**config.mk**
```make
export PLATFORM = sky130hd
export DESIGN_NAME = sdram_arbiter
export DESIGN_NICKNAME = d
export VERILOG_FILES = /design/src/rtl/sdram_arbiter.sv
export SDC_FILE = /design/constraint.sdc
export NUM_CORES = 1
export LEC_CHECK = 0
export ABC_AREA = 0
export CORE_ASPECT_RATIO = 0.8
export CORE_MARGIN = 1
export CORE_UTILIZATION = 35
export DETAILED_ROUTE_END_ITERATION = 8
export PLACE_DENSITY = 0.76
export SLEW_MARGIN = 0
export SYNTH_ARGS = -nofsm -noshare
export SYNTH_HDL_FRONTEND = slang
export SYNTH_SLANG_ARGS = --single-unit
export TNS_END_PERCENT = 10
```
**constraint.sdc**
```tcl
create_clock -name i_Clk -period 1.4 [get_ports i_Clk]
set_input_delay 0.28 -clock i_Clk [delete_from_list [all_inputs] [get_ports i_Clk]]
set_output_delay 0.28 -clock i_Clk [all_outputs]
set_load 0.02 [all_outputs]
```
**src/rtl/sdram_arbiter.sv**
```systemverilog
// sdram_arbiter: shares one SDRAM controller command port between the LCD
// scan-out reader (BURST_LEN-word read bursts) and the Julia pixel writer
// (single-word writes). One command at a time, always separated by at least
// one CMD_IDLE cycle. Nothing is granted until the SDRAM reports it is
// initialized.
//
// Optional feature: define SDRAM_ARB_ROUND_ROBIN_EN to alternate ownership
// between reader and writer when both are requesting. Without it, read has
// fixed priority over write.
module sdram_arbiter #(
  parameter int BURST_LEN = 8,
  parameter int ADDR_W    = 22
) (
  input  logic              i_Clk,
  input  logic              i_Reset,
  input  logic              i_SDRAM_Initialized,
  input  logic              i_Rd_Req,
  input  logic [ADDR_W-1:0] i_Rd_Address,
  output logic              o_Rd_Grant,
  output logic              o_Rd_Valid,
  output logic [31:0]       o_Rd_Data,
  output logic              o_Rd_Done,
  input  logic              i_Wr_Req,
  input  logic [ADDR_W-1:0] i_Wr_Address,
  input  logic [31:0]       i_Wr_Data,
  output logic              o_Wr_Grant,
  output logic              o_Wr_Done,
  output logic [1:0]        o_Command,
  output logic [ADDR_W-1:0] o_Data_Address,
  output logic [31:0]       o_Data_Write,
  input  logic              i_Data_Write_Done,
  input  logic              i_Data_Read_Valid,
  input  logic [31:0]       i_Data_Read
);

  // State encoding equals the controller command, so o_Command is the state
  // register itself and is therefore registered.
  localparam logic [1:0] ST_IDLE  = 2'd0;
  localparam logic [1:0] ST_WRITE = 2'd1;
  localparam logic [1:0] ST_READ  = 2'd2;

  localparam int              CNT_W      = $clog2(BURST_LEN + 1);
  localparam logic [CNT_W-1:0] BURST_LOAD = CNT_W'(BURST_LEN);
  localparam logic [CNT_W-1:0] LAST_WORD  = CNT_W'(1);

  logic [1:0]        state_reg, state_next;
  logic [CNT_W-1:0]  count_reg;
  logic [ADDR_W-1:0] addr_reg;
  logic [31:0]       wdata_reg;
  logic [31:0]       rd_data_reg;
  logic              rd_grant_reg, wr_grant_reg;
  logic              rd_valid_reg, rd_done_reg, wr_done_reg;

  logic pick_rd, pick_wr;
  logic accept_rd, accept_wr;
  logic in_idle, in_write, in_read;
  logic read_word, read_last, write_fin;

  assign in_idle  = (state_reg == ST_IDLE);
  assign in_write = (state_reg == ST_WRITE);
  assign in_read  = (state_reg == ST_READ);

  // Only words arriving while a burst is owned count; extras are dropped.
  assign read_word = in_read && i_Data_Read_Valid;
  assign read_last = read_word && (count_reg == LAST_WORD);
  assign write_fin = in_write && i_Data_Write_Done;

`ifdef SDRAM_ARB_ROUND_ROBIN_EN
  // Last-owner flag: 1 = reader owned the previous command. Resets to the
  // writer so the first contested grant goes to the reader.
  logic last_rd_reg;

  // Winner selection: the requester that did not own last time wins a tie.
  always_comb begin
    pick_rd = i_Rd_Req && (!i_Wr_Req || !last_rd_reg);
    pick_wr = i_Wr_Req && !pick_rd;
  end
`else
  // Winner selection: fixed read priority (a held read request starves writes).
  always_comb begin
    pick_rd = i_Rd_Req;
    pick_wr = i_Wr_Req && !pick_rd;
  end
`endif

  assign accept_rd = in_idle && i_SDRAM_Initialized && pick_rd;
  assign accept_wr = in_idle && i_SDRAM_Initialized && pick_wr;

  // Next-state logic: decisions only in IDLE; commands always return to IDLE.
  always_comb begin
    state_next = state_reg;
    case (state_reg)
      ST_IDLE: begin
        if (accept_rd)      state_next = ST_READ;
        else if (accept_wr) state_next = ST_WRITE;
      end
      ST_WRITE: if (write_fin) state_next = ST_IDLE;
      ST_READ:  if (read_last) state_next = ST_IDLE;
      default:  state_next = ST_IDLE;
    endcase
  end

  // State, command operands, word counter and registered requester outputs.
  always_ff @(posedge i_Clk) begin
    if (i_Reset) begin
      state_reg    <= ST_IDLE;
      count_reg    <= '0;
      addr_reg     <= '0;
      wdata_reg    <= '0;
      rd_data_reg  <= '0;
      rd_grant_reg <= 1'b0;
      wr_grant_reg <= 1'b0;
      rd_valid_reg <= 1'b0;
      rd_done_reg  <= 1'b0;
      wr_done_reg  <= 1'b0;
    end else begin
      state_reg    <= state_next;
      rd_grant_reg <= accept_rd;
      wr_grant_reg <= accept_wr;
      rd_valid_reg <= read_word;
      rd_done_reg  <= read_last;
      wr_done_reg  <= write_fin;

      if (accept_rd) begin
        addr_reg  <= i_Rd_Address;
        count_reg <= BURST_LOAD;
      end else if (accept_wr) begin
        addr_reg  <= i_Wr_Address;
        wdata_reg <= i_Wr_Data;
      end

      if (read_word) begin
        rd_data_reg <= i_Data_Read;
        count_reg   <= count_reg - LAST_WORD;
      end
    end
  end

`ifdef SDRAM_ARB_ROUND_ROBIN_EN
  // Remember who owned the most recent grant.
  always_ff @(posedge i_Clk) begin
    if (i_Reset)                     last_rd_reg <= 1'b0;
    else if (accept_rd || accept_wr) last_rd_reg <= accept_rd;
  end
`endif

  assign o_Command      = state_reg;
  assign o_Data_Address = addr_reg;
  assign o_Data_Write   = wdata_reg;
  assign o_Rd_Grant     = rd_grant_reg;
  assign o_Wr_Grant     = wr_grant_reg;
  assign o_Rd_Valid     = rd_valid_reg;
  assign o_Rd_Data      = rd_data_reg;
  assign o_Rd_Done      = rd_done_reg;
  assign o_Wr_Done      = wr_done_reg;

endmodule

```
==> key figures <==
Timing
  • Max-slew violations: 0
  • Clock period minus worst slack: 1310 ps
  • Setup ws final: 89.2 ps
  • Final period utilization: 0.936
  • Layout Skew: 8.14 ps
  • Relative slew margins: 0.776
  • Setup TNS: 0 ps
  • Slew at the pin closest to its max-slew limit: 334 ps
  • Final hold vios: 0
  • Setup violators final: 0
  • Fmax: 0.763 GHz
  • RSZ-0062 raised after global routing: false

Finish
  • Share of cells above drive strength 1: 0.108
  • Finished Core Util: 0.617
  • Post-route cell area: 6440 µm²
  • P&R area growth vs syn: 67.7%
  • Nets@finish: 786
  • Antenna cells: 0

Global routing
  • Initial antenna violation count: 0
  • Global-route wire length before repair: 19200 µm
  • Via count of the first global-routing pass: 3894
  • GRT Util Overall: 0.211
  • Largest net degree at the start of global routing: 36
  • Total congestion overflow: 0

CTS
  • CTS root buf: clkbuf_16
  • Hold-fix buffers, CTS: 0
  • Clk_lat worst skew: 330 ps
  • CTS Buf Count: 9
  • CTS tree: yes
  • H-Tree Depth: 3
  • Worst-path clk slew: 70 ps
  • Max clock buf depth: 2
  • CTS Sinks: 97

Routing
  • DR iter-0 viols: 276
  • DR vias: 4036
  • Drt total wl: 12200 µm
  • Drt wl/cell: 15.0 µm
  • Avg Vias per Cell: 4.96
  • DR DRC count: 0
  • Final ANT Viol Nets: 0
  • Pre-Repair DR Iteration Count: 4

Logic synthesis
  • Number of flops mapped to enable cells by yosys: 0
  • Synthesized area per cell: 8.31 µm²
  • Yosys cell types: 36
  • Post-synth top flop: dfxtp_1
  • YS warnings: 0
  • Synth Register Bits: 97
  • Post-Synthesis Cells: 462
  • Sequential fraction of the synthesis area: 0.506
  • Post-synthesis instance area: 3840 µm²
  • Ys async rst share: 0
  • Mapped Nets: 579

Setup path
  • Worst Path Arrival: 1540 ps
  • CP Data Required Time: 1620 ps
  • R2R depth: 3
  • Crit path launch type: flip-flop
  • Worst setup EP type: flip-flop
  • Setup CP Type: reg -> reg
  • Worst-path cell chain: and4bb_4 > mux2_4 > o21a_1
  • CP max stage delay: 440 ps
  • Crit path max fanout: 12
  • Max stage delay cell, worst path: dfxtp_2

Floorplan
  • # rows: 33
  • Core footprint: 10400 µm²
  • Die ar.: 11400 µm²
  • DIE WIDTH: 119 µm
  • Die span in y: 95.7 µm
  • Initial Util: 0.368
  • IO Pins: 208

Placement
  • IO Port Bufs: 207
  • Detailed Place HPWL: 9080 µm
  • Post-Place Worst Slack: -360 ps
  • Final RePlAce weighted congestion: 0.836
  • DP Area: 6190 µm²

Min path
  • Worst min path class: in -> reg
  • WHS Path Cells: 2

Power and ir drop
  • Peak supply drop: 757 µV
  • Lkg Pwr: 2.85 nW
  • Final Power: 0.00668 W
  • Combinational share of power: 0.179
  • Sequential share of power: 0.443
  • Sw Share: 0.246
  • Power density cells: 1040 nW/µm²
  • Clock share of power: 0.378
  • Switching pwr: 0.00165 W
  • Int Power: 0.00504 W

Job
  • Max cap viols: 0

Outcome
  • Status: complete, no violations
## cells in the final DEF, fill, tap and decap left out, types with 3 or more instances in the layout
master and n:
buf_4 21, clkdlybuf4s50_1 110, nand3_1 34, buf_12 6
dfxtp_1 95, clkbuf_16 9, o221a_2 10, o21ai_0 42
a211oi_1 12, inv_1 12, buf_6 5, nand2_1 78
nor3_1 5, dlymetal6s2s_1 3, dlygate4sd2_1 91, a21oi_1 77
a21o_1 12, clkbuf_8 3, nor2_1 16
## metrics by stage
step	std cells	hold slack [ps]
floorplan	462	405
global placement	796	441
detailed placement	796	446
CTS	812	302
global route	814	317
finish	814	314
## final cells by class
| type | count | area, µm² |
|---|---|---|
| Clock buffer | 12 | 267 |
| Clock inverter | 4 | 48.8 |
| Fill cell | 919 | 4000 |
| Inverter | 12 | 45.0 |
| Multi-Input combinational cell | 310 | 1680 |
| Sequential cell | 97 | 1950 |
| Tap cell | 140 | 175 |
| Timing Repair Buffer | 239 | 2280 |
## timing repair
action | CTS | global route
hold endpoints to repair | 0 | 0
pin swaps | 0 | 1
resized for setup | 96 | 16
setup endpoints to repair | 94 | 51
setup buffers | 0 | 2
## worst max-delay path: cells and delay by family (launching register included)
kind	cells	cell delay, ps
muxes	1	280
and+or+nand+nor	1	320
DFF	1	440
AOI/OAI and AO/OA	1	170
## cells in the mapped netlist (2+ instances only)
cell	count	area, µm²
a21oi_1	77	385
dfxtp_1	97	1940
nand2_1	79	297
and3b_1	2	17.5
o221a_2	10	113
a21o_1	12	90.1
nor2_1	16	60.1
o21ai_0	44	220
inv_1	12	45.0
nand3_1	34	170
clkbuf_1	20	75.1
nor3_1	5	25.0
buf_2	19	95.1
ha_1	2	25.0
a211oi_1	12	90.1
## power by group through the flow
stage | clock [W] | combinational, W | sequential (W)
6_report | 0.00253 | 0.00120 | 0.00296
4_1_cts | 0.00259 | 0.00119 | 0.00296
5_1_grt | 0.00271 | 0.00129 | 0.00297
3_5_place_dp | 0 | 0.00126 | 0.00303
2_1_floorplan | 0 | 0.000398 | 0.00316
3_3_place_gp | 0 | 0.00124 | 0.00302
## cells by family after synthesis
group | share of synthesized area
fa+ha+maj | 0.00651
flops | 0.506
buf+inv | 0.0632
mux | 0.00684
simple gates | 0.171
xor+xnor | 0.00228
compound gates | 0.244
## path summary, 6_finish.rpt
check                           slack (ps)                       start                          to
worst min-delay path                   310                     i_Reset       o_Rd_Grant$_SDFF_PP0_
worst max register to register          90   o_Command[0]$_SDFFE_PP0P_   count_reg[3]$_SDFFE_PP0P_
worst max-delay path                    90   o_Command[0]$_SDFFE_PP0P_   count_reg[3]$_SDFFE_PP0P_
worst min register to register         450  o_Rd_Data[11]$_SDFFE_PP0P_  o_Rd_Data[11]$_SDFFE_PP0P_
## per-layer routing
layer / global-route usage / routed length [µm]
met1: 0.259 / 5460
met2: 0.370 / 5880
met3: 0.0557 / 735
met4: 0.0538 / 102
met5: 0 / 0
Power figures use the tool's default switching activity.
